[config.mk]
export PLATFORM = sky130hd
export DESIGN_NAME = vga_timmeas
export DESIGN_NICKNAME = d
export VERILOG_FILES = /design/src/rtl/vga_timmeas.sv
export SDC_FILE = /design/constraint.sdc
export NUM_CORES = 1
export LEC_CHECK = 0
export BUFFER_PORTS_ARGS = -buffer_cell sky130_fd_sc_hd__buf_2
export CORE_MARGIN = 4
export CORE_UTILIZATION = 45
export CTS_BUF_LIST = sky130_fd_sc_hd__clkbuf_8
export CTS_CLUSTER_SIZE = 40
export DETAILED_ROUTE_END_ITERATION = 7
export GPL_TIMING_DRIVEN = 0
export HOLD_SLACK_MARGIN = 0.1
export PLACE_DENSITY_LB_ADDON = 0.1
export SYNTH_ARGS = -nofsm -noshare
export SYNTH_HDL_FRONTEND = slang
export SYNTH_SLANG_ARGS = --single-unit
[constraint.sdc]
create_clock -name clk_i -period 3.29 [get_ports clk_i]
set_input_delay 0.4935 -clock clk_i [delete_from_list [all_inputs] [get_ports clk_i]]
set_output_delay 0.4935 -clock clk_i [all_outputs]
set_load 0.05 [all_outputs]
[src/rtl/vga_timmeas.sv]
// vga_timmeas: receive-side timing measurement for one VGA axis.
// Recovers sync / back-porch / visible / front-porch lengths from a
// sync_i + vis_i stream, raises lock_o after LOCK_CNT identical lines and
// pulses err_o on malformed sequences or counter overflow.
// Optional build macro: VGA_TIMMEAS_SYNC2_EN puts 2-flop synchronizers on
// sync_i and vis_i, which delays every input-to-output path by 2 cycles.
module vga_timmeas #(
    parameter int LOCK_CNT     = 2,
    parameter int VGA_TB_WIDTH = 8,
    parameter int VGA_VB_WIDTH = 12
) (
    input  logic                    clk_i,
    input  logic                    rst_n_i,
    input  logic                    en_i,
    input  logic                    sync_i,
    input  logic                    vis_i,
    output logic [VGA_TB_WIDTH-1:0] snsize_o,
    output logic [VGA_TB_WIDTH-1:0] bpsize_o,
    output logic [VGA_VB_WIDTH-1:0] vlen_o,
    output logic [VGA_TB_WIDTH-1:0] fpsize_o,
    output logic                    valid_o,
    output logic                    lock_o,
    output logic                    err_o
);

    // Largest count a porch/sync field can hold, expressed at counter width
    localparam logic [VGA_VB_WIDTH-1:0] TB_MAX  =
        VGA_VB_WIDTH'((64'd1 << VGA_TB_WIDTH) - 64'd1);
    localparam logic [VGA_VB_WIDTH-1:0] VB_MAX  = '1;
    localparam logic [3:0]              LOCK_TH = 4'(LOCK_CNT);

    typedef enum logic [2:0] {S_IDLE, S_ARM, S_SYNC, S_BP, S_VIS, S_FP} state_t;

    state_t                  r_state;
    logic [VGA_VB_WIDTH-1:0] r_cnt;
    logic [VGA_TB_WIDTH-1:0] r_sn;
    logic [VGA_TB_WIDTH-1:0] r_bp;
    logic [VGA_VB_WIDTH-1:0] r_vl;
    logic [3:0]              r_match;

    logic                    w_s;
    logic                    w_v;
    logic                    w_tb_max;
    logic                    w_vb_max;
    logic                    w_err;
    logic                    w_done;
    logic [VGA_VB_WIDTH-1:0] w_vl;
    logic [VGA_TB_WIDTH-1:0] w_fp;
    logic                    w_same;
    logic [3:0]              w_match_nxt;
    logic                    w_lock_nxt;

`ifdef VGA_TIMMEAS_SYNC2_EN
    logic [1:0] r_s_sync;
    logic [1:0] r_v_sync;

    // Two-flop synchronizers for the asynchronous sync / vis inputs
    always_ff @(posedge clk_i or negedge rst_n_i) begin
        if (!rst_n_i) begin
            r_s_sync <= 2'b00;
            r_v_sync <= 2'b00;
        end else begin
            r_s_sync <= {r_s_sync[0], sync_i};
            r_v_sync <= {r_v_sync[0], vis_i};
        end
    end

    assign w_s = r_s_sync[1];
    assign w_v = r_v_sync[1];
`else
    assign w_s = sync_i;
    assign w_v = vis_i;
`endif

    assign w_tb_max = (r_cnt == TB_MAX);
    assign w_vb_max = (r_cnt == VB_MAX);

    // Classify the current sample: protocol/overflow error, line completion,
    // and the visible / front-porch values to report on completion
    always_comb begin
        w_err  = 1'b0;
        w_done = 1'b0;
        w_vl   = r_vl;
        w_fp   = '0;
        case (r_state)
            S_SYNC: w_err = w_s & (w_v | w_tb_max);
            S_BP:   w_err = w_s | (~w_v & w_tb_max);
            S_VIS: begin
                // sync straight after visible closes the line with no front porch
                w_err  = w_v & (w_s | w_vb_max);
                w_done = ~w_v & w_s;
                w_vl   = r_cnt;
            end
            S_FP: begin
                w_err  = w_v | (~w_s & w_tb_max);
                w_done = ~w_v & w_s;
                w_fp   = r_cnt[VGA_TB_WIDTH-1:0];
            end
            default: ;
        endcase
    end

    // New quadruple versus the one currently presented on the outputs
    assign w_same = (r_sn == snsize_o) && (r_bp == bpsize_o) &&
                    (w_vl == vlen_o)   && (w_fp == fpsize_o);

    // Match counter update; a zero count means first line since IDLE
    always_comb begin
        if (r_match == 4'd0 || !w_same) w_match_nxt = 4'd1;
        else if (r_match == 4'hF)       w_match_nxt = r_match;
        else                            w_match_nxt = r_match + 4'd1;
    end

    assign w_lock_nxt = (r_match != 4'd0 && !w_same) ? 1'b0 : (w_match_nxt >= LOCK_TH);

    // Measurement FSM with registered result, lock and error outputs
    always_ff @(posedge clk_i or negedge rst_n_i) begin
        if (!rst_n_i) begin
            r_state  <= S_IDLE;
            r_cnt    <= '0;
            r_sn     <= '0;
            r_bp     <= '0;
            r_vl     <= '0;
            r_match  <= '0;
            snsize_o <= '0;
            bpsize_o <= '0;
            vlen_o   <= '0;
            fpsize_o <= '0;
            valid_o  <= 1'b0;
            lock_o   <= 1'b0;
            err_o    <= 1'b0;
        end else begin
            valid_o <= 1'b0;
            err_o   <= 1'b0;
            if (!en_i) begin
                // disable wins over any completion or error on this sample
                r_state <= S_IDLE;
                r_cnt   <= '0;
                r_match <= '0;
                lock_o  <= 1'b0;
            end else if (w_err) begin
                err_o   <= 1'b1;
                lock_o  <= 1'b0;
                r_match <= '0;
                r_cnt   <= '0;
                r_state <= S_IDLE;
            end else if (w_done) begin
                snsize_o <= r_sn;
                bpsize_o <= r_bp;
                vlen_o   <= w_vl;
                fpsize_o <= w_fp;
                r_vl     <= w_vl;
                valid_o  <= 1'b1;
                r_match  <= w_match_nxt;
                lock_o   <= w_lock_nxt;
                r_cnt    <= VGA_VB_WIDTH'(1);
                r_state  <= S_SYNC;
            end else begin
                case (r_state)
                    S_IDLE: if (!w_s && !w_v) r_state <= S_ARM;
                    S_ARM: begin
                        if (w_s) begin
                            r_cnt   <= VGA_VB_WIDTH'(1);
                            r_state <= S_SYNC;
                        end
                    end
                    S_SYNC: begin
                        if (w_s) begin
                            r_cnt <= r_cnt + 1'b1;
                        end else begin
                            r_sn  <= r_cnt[VGA_TB_WIDTH-1:0];
                            r_cnt <= VGA_VB_WIDTH'(1);
                            if (w_v) begin
                                r_bp    <= '0;
                                r_state <= S_VIS;
                            end else begin
                                r_state <= S_BP;
                            end
                        end
                    end
                    S_BP: begin
                        if (!w_v) begin
                            r_cnt <= r_cnt + 1'b1;
                        end else begin
                            r_bp    <= r_cnt[VGA_TB_WIDTH-1:0];
                            r_cnt   <= VGA_VB_WIDTH'(1);
                            r_state <= S_VIS;
                        end
                    end
                    S_VIS: begin
                        if (w_v) begin
                            r_cnt <= r_cnt + 1'b1;
                        end else begin
                            r_vl    <= r_cnt;
                            r_cnt   <= VGA_VB_WIDTH'(1);
                            r_state <= S_FP;
                        end
                    end
                    S_FP:    r_cnt   <= r_cnt + 1'b1;
                    default: r_state <= S_IDLE;
                endcase
            end
        end
    end

endmodule

==> metrics <==
outcome finished, final reports clean; CTS clk-pin slew, worst paths 90 ps; cell count along the critical path 8; worst hold path class primary input to flop; number of global-route vias before repair 3830; P_leak 2.54 nW; Via density between 5 and 6; Reg2Reg Depth 8; Critical Path AT around 3100 ps; Final setup viols 0; WP data required approximately 3500 ps; Worst R2R Setup Slack between 400 and 500 ps; hold path depth 2; core area 9860 um2; Yosys reg bits 86; syn_area_per_cell between 9 and 10 um2; HPWL after DPL approximately 9.2 mm; drt wl/cell around 19 um; Initial Util 46.8%; MaxCap Viol Count 0; Total Wirelength about 13 mm; Sequential Power Share around 54%; row cnt 36; crit path kind flop to flop; Pins Over Slew Limit 0; commonest non-fill, non-tap cell in the layout dfrtp_1; H-tree Lvls 3; ant diodes 0; routability congestion estimate 0.875; Total GRT Usage approximately 23%; Hold WS between 300 and 400 ps; Cell Pwr Density 402 nW/um2; Worst-Skew Late Latency 360 ps; # fillers 919; multi-input logic area approximately 2300 um2; # IOs 44; DR pass1 iterations 5; commonest non-fill, non-tap cells in the layout dfrtp_1 (86), nand2_1 (84), buf_2 (46), nor2_1 (38), mux2_2 (28); post-synthesis to final-layout area growth 12.8%; Tot Pwr 2.10 mW; crit-path max FO 10; layout cells sized above 1 a little under a fifth; Die ar. ~12000 um2; Yosys warning count 0; RSZ-0062 raised after global routing false; cell family with most CP delay buffers and inverters; Sw Share 31.2%; clk buf depth 2; first-pass GRT wire length approximately 21 mm; Iter 0 DRT Violations around 250; DR vias ~4000; CTS root buffer clkbuf_8; utilization after layout a little over half; Peak VDD IR approximately 0.00022 V; Buf/Inv on CP 4; Slew @ Worst Pin a little over 800 ps; number of distinct library cells after synthesis slightly below 60; top_reg_cell synth dfrtp_1; Setup Fix Bufs, Post-CTS 0; Final nets ~550; register area about 2200 um2; antenna viol nets, final 0; Post-synth EDFFs 0; largest net degree at the start of global routing between 50 and 60; Mapped Area 4620 um2; Synth Instances 490; PortBufs between 40 and 50; CP Capture Type flop; highest clock rate 349 MHz; startpoint types flop; skew final ~6.8 ps; Chip Width ~110 um; CP cell instances clkbuf_1 > inv_1 > nor3_1 > a21oi_1 > o2111ai_1 > buf_2 > buf_1 > a211oi_1; initial antenna violation count 0; reg-to-reg startpoint r_cnt[7]; cell at the slowest stage of the critical path buf_1; post-synthesis sequential area ratio between 40% and 50%; die span in y ~110 um; Largest stage delay, worst path 480 ps; Setup TNS 0 ps; Worst slew margin a little under half; syn_nets about 500; CTS Sinks 86; total gr overflow 0; Int Power ~1.4 mW; CTS tree yes; Clock power frac 31.6%; drt drc 0; min-delay src en_i; RR Endpoint r_cnt[5]; min Tclk post-route 2870 ps; Psw about 0.65 mW; ys async rst share 100%; total CTS buffers 9; Final period util 87.2%; WHS Endpoint err_o; Final Hold Viols 0; Comb pwr share 14.6%
synth_stat cells, drive strengths merged (6+ instances only):
| library cell | n | area, um2 |
|---|---|---|
| xnor2 | 6 | 52.6 |
| nand2 | 84 | 315 |
| and3 | 8 | 50.1 |
| nor2b | 7 | 43.8 |
| nor2 | 39 | 149 |
| dfrtp | 86 | 2150 |
| clkbuf | 23 | 86.3 |
| a31oi | 11 | 68.8 |
| inv | 17 | 63.8 |
| a211oi | 7 | 52.6 |
| buf | 9 | 61.3 |
| a21oi | 23 | 115 |
| nand3b | 6 | 45.0 |
| nand4 | 8 | 50.1 |
| nand3 | 12 | 60.1 |
| mux2i | 8 | 92.6 |
| o21ai | 15 | 75.1 |
| xor2 | 21 | 184 |
| a311oi | 7 | 61.3 |
| mux2 | 28 | 315 |
worst max-delay path by stage:
| stage | from | endpoint | slack (ps) |
|---|---|---|---|
| floorplan | r_cnt[0] | r_vl[10] | 1110 |
| finish | r_cnt[7] | r_cnt[5] | 420 |
| CTS | r_cnt[7] | r_cnt[1] | 470 |
| detailed placement | vis_i | vlen_o[6] | 340 |
| global placement | vis_i | vlen_o[6] | 360 |
| global route | r_cnt[7] | r_state[0] | 240 |
cell type report:
type | instances | share of cell area [%]
sequential | 86 | 41.3
multi-input combinational | 354 | 43.2
inverter | 18 | 1.30
buffer | 32 | 2.83
timing repair buffer | 45 | 4.90
clock buffer | 9 | 2.38
clock inverter | 7 | 0.841
tap | 133 | 3.19
sequential cells by signal (all words and copies together) (netlist names), 4 cells and up:
name and flops:
fpsize_o 8, r_vl 12, r_sn 8, vlen_o 12, r_cnt 12, r_bp 8
r_match 4, bpsize_o 8, snsize_o 8
power by group through the flow:
| stage | sequential (mW) | combinational [mW] | clock (mW) |
|---|---|---|---|
| floorplan | 1.23 | 0.121 | 0 |
| CTS | 1.13 | 0.306 | 0.683 |
| global placement | 1.15 | 0.298 | 0 |
| detailed placement | 1.15 | 0.305 | 0 |
| finish | 1.13 | 0.306 | 0.662 |
| global route | 1.13 | 0.332 | 0.729 |
per-stage QoR:
stage	worst slack (ps)	area [um2]	instances
detailed placement	345	5030	667
finish	421	5210	684
CTS	473	5210	684
global placement	362	5000	666
floorplan	1110	4620	490
global route	241	5210	684
timing repair:
| action | 4_1_cts | 5_1_grt |
|---|---|---|
| hold buffers | 1 | 0 |
| endpoints found under the hold margin | 12 | 0 |
| gates resized for setup | 0 | 0 |
layer usage:
metal	track usage, %	vias to the layer above	part of all wire (%)
li1	-	1841	-
met5	0	-	0
met3	4.11	23	5.2
met1	33.3	1957	47
met4	7.12	0	1.8
met2	34.1	123	46
cells by family after synthesis:
logic type	Yosys count	share of synthesized area, %
compound gates	97	14.5
mux	36	8.83
simple gates	191	19.5
xor+xnor	27	5.12
flops	86	46.6
buf+inv	50	4.66
fa+ha+maj	3	0.813
(Power assumes the default switching activity.)
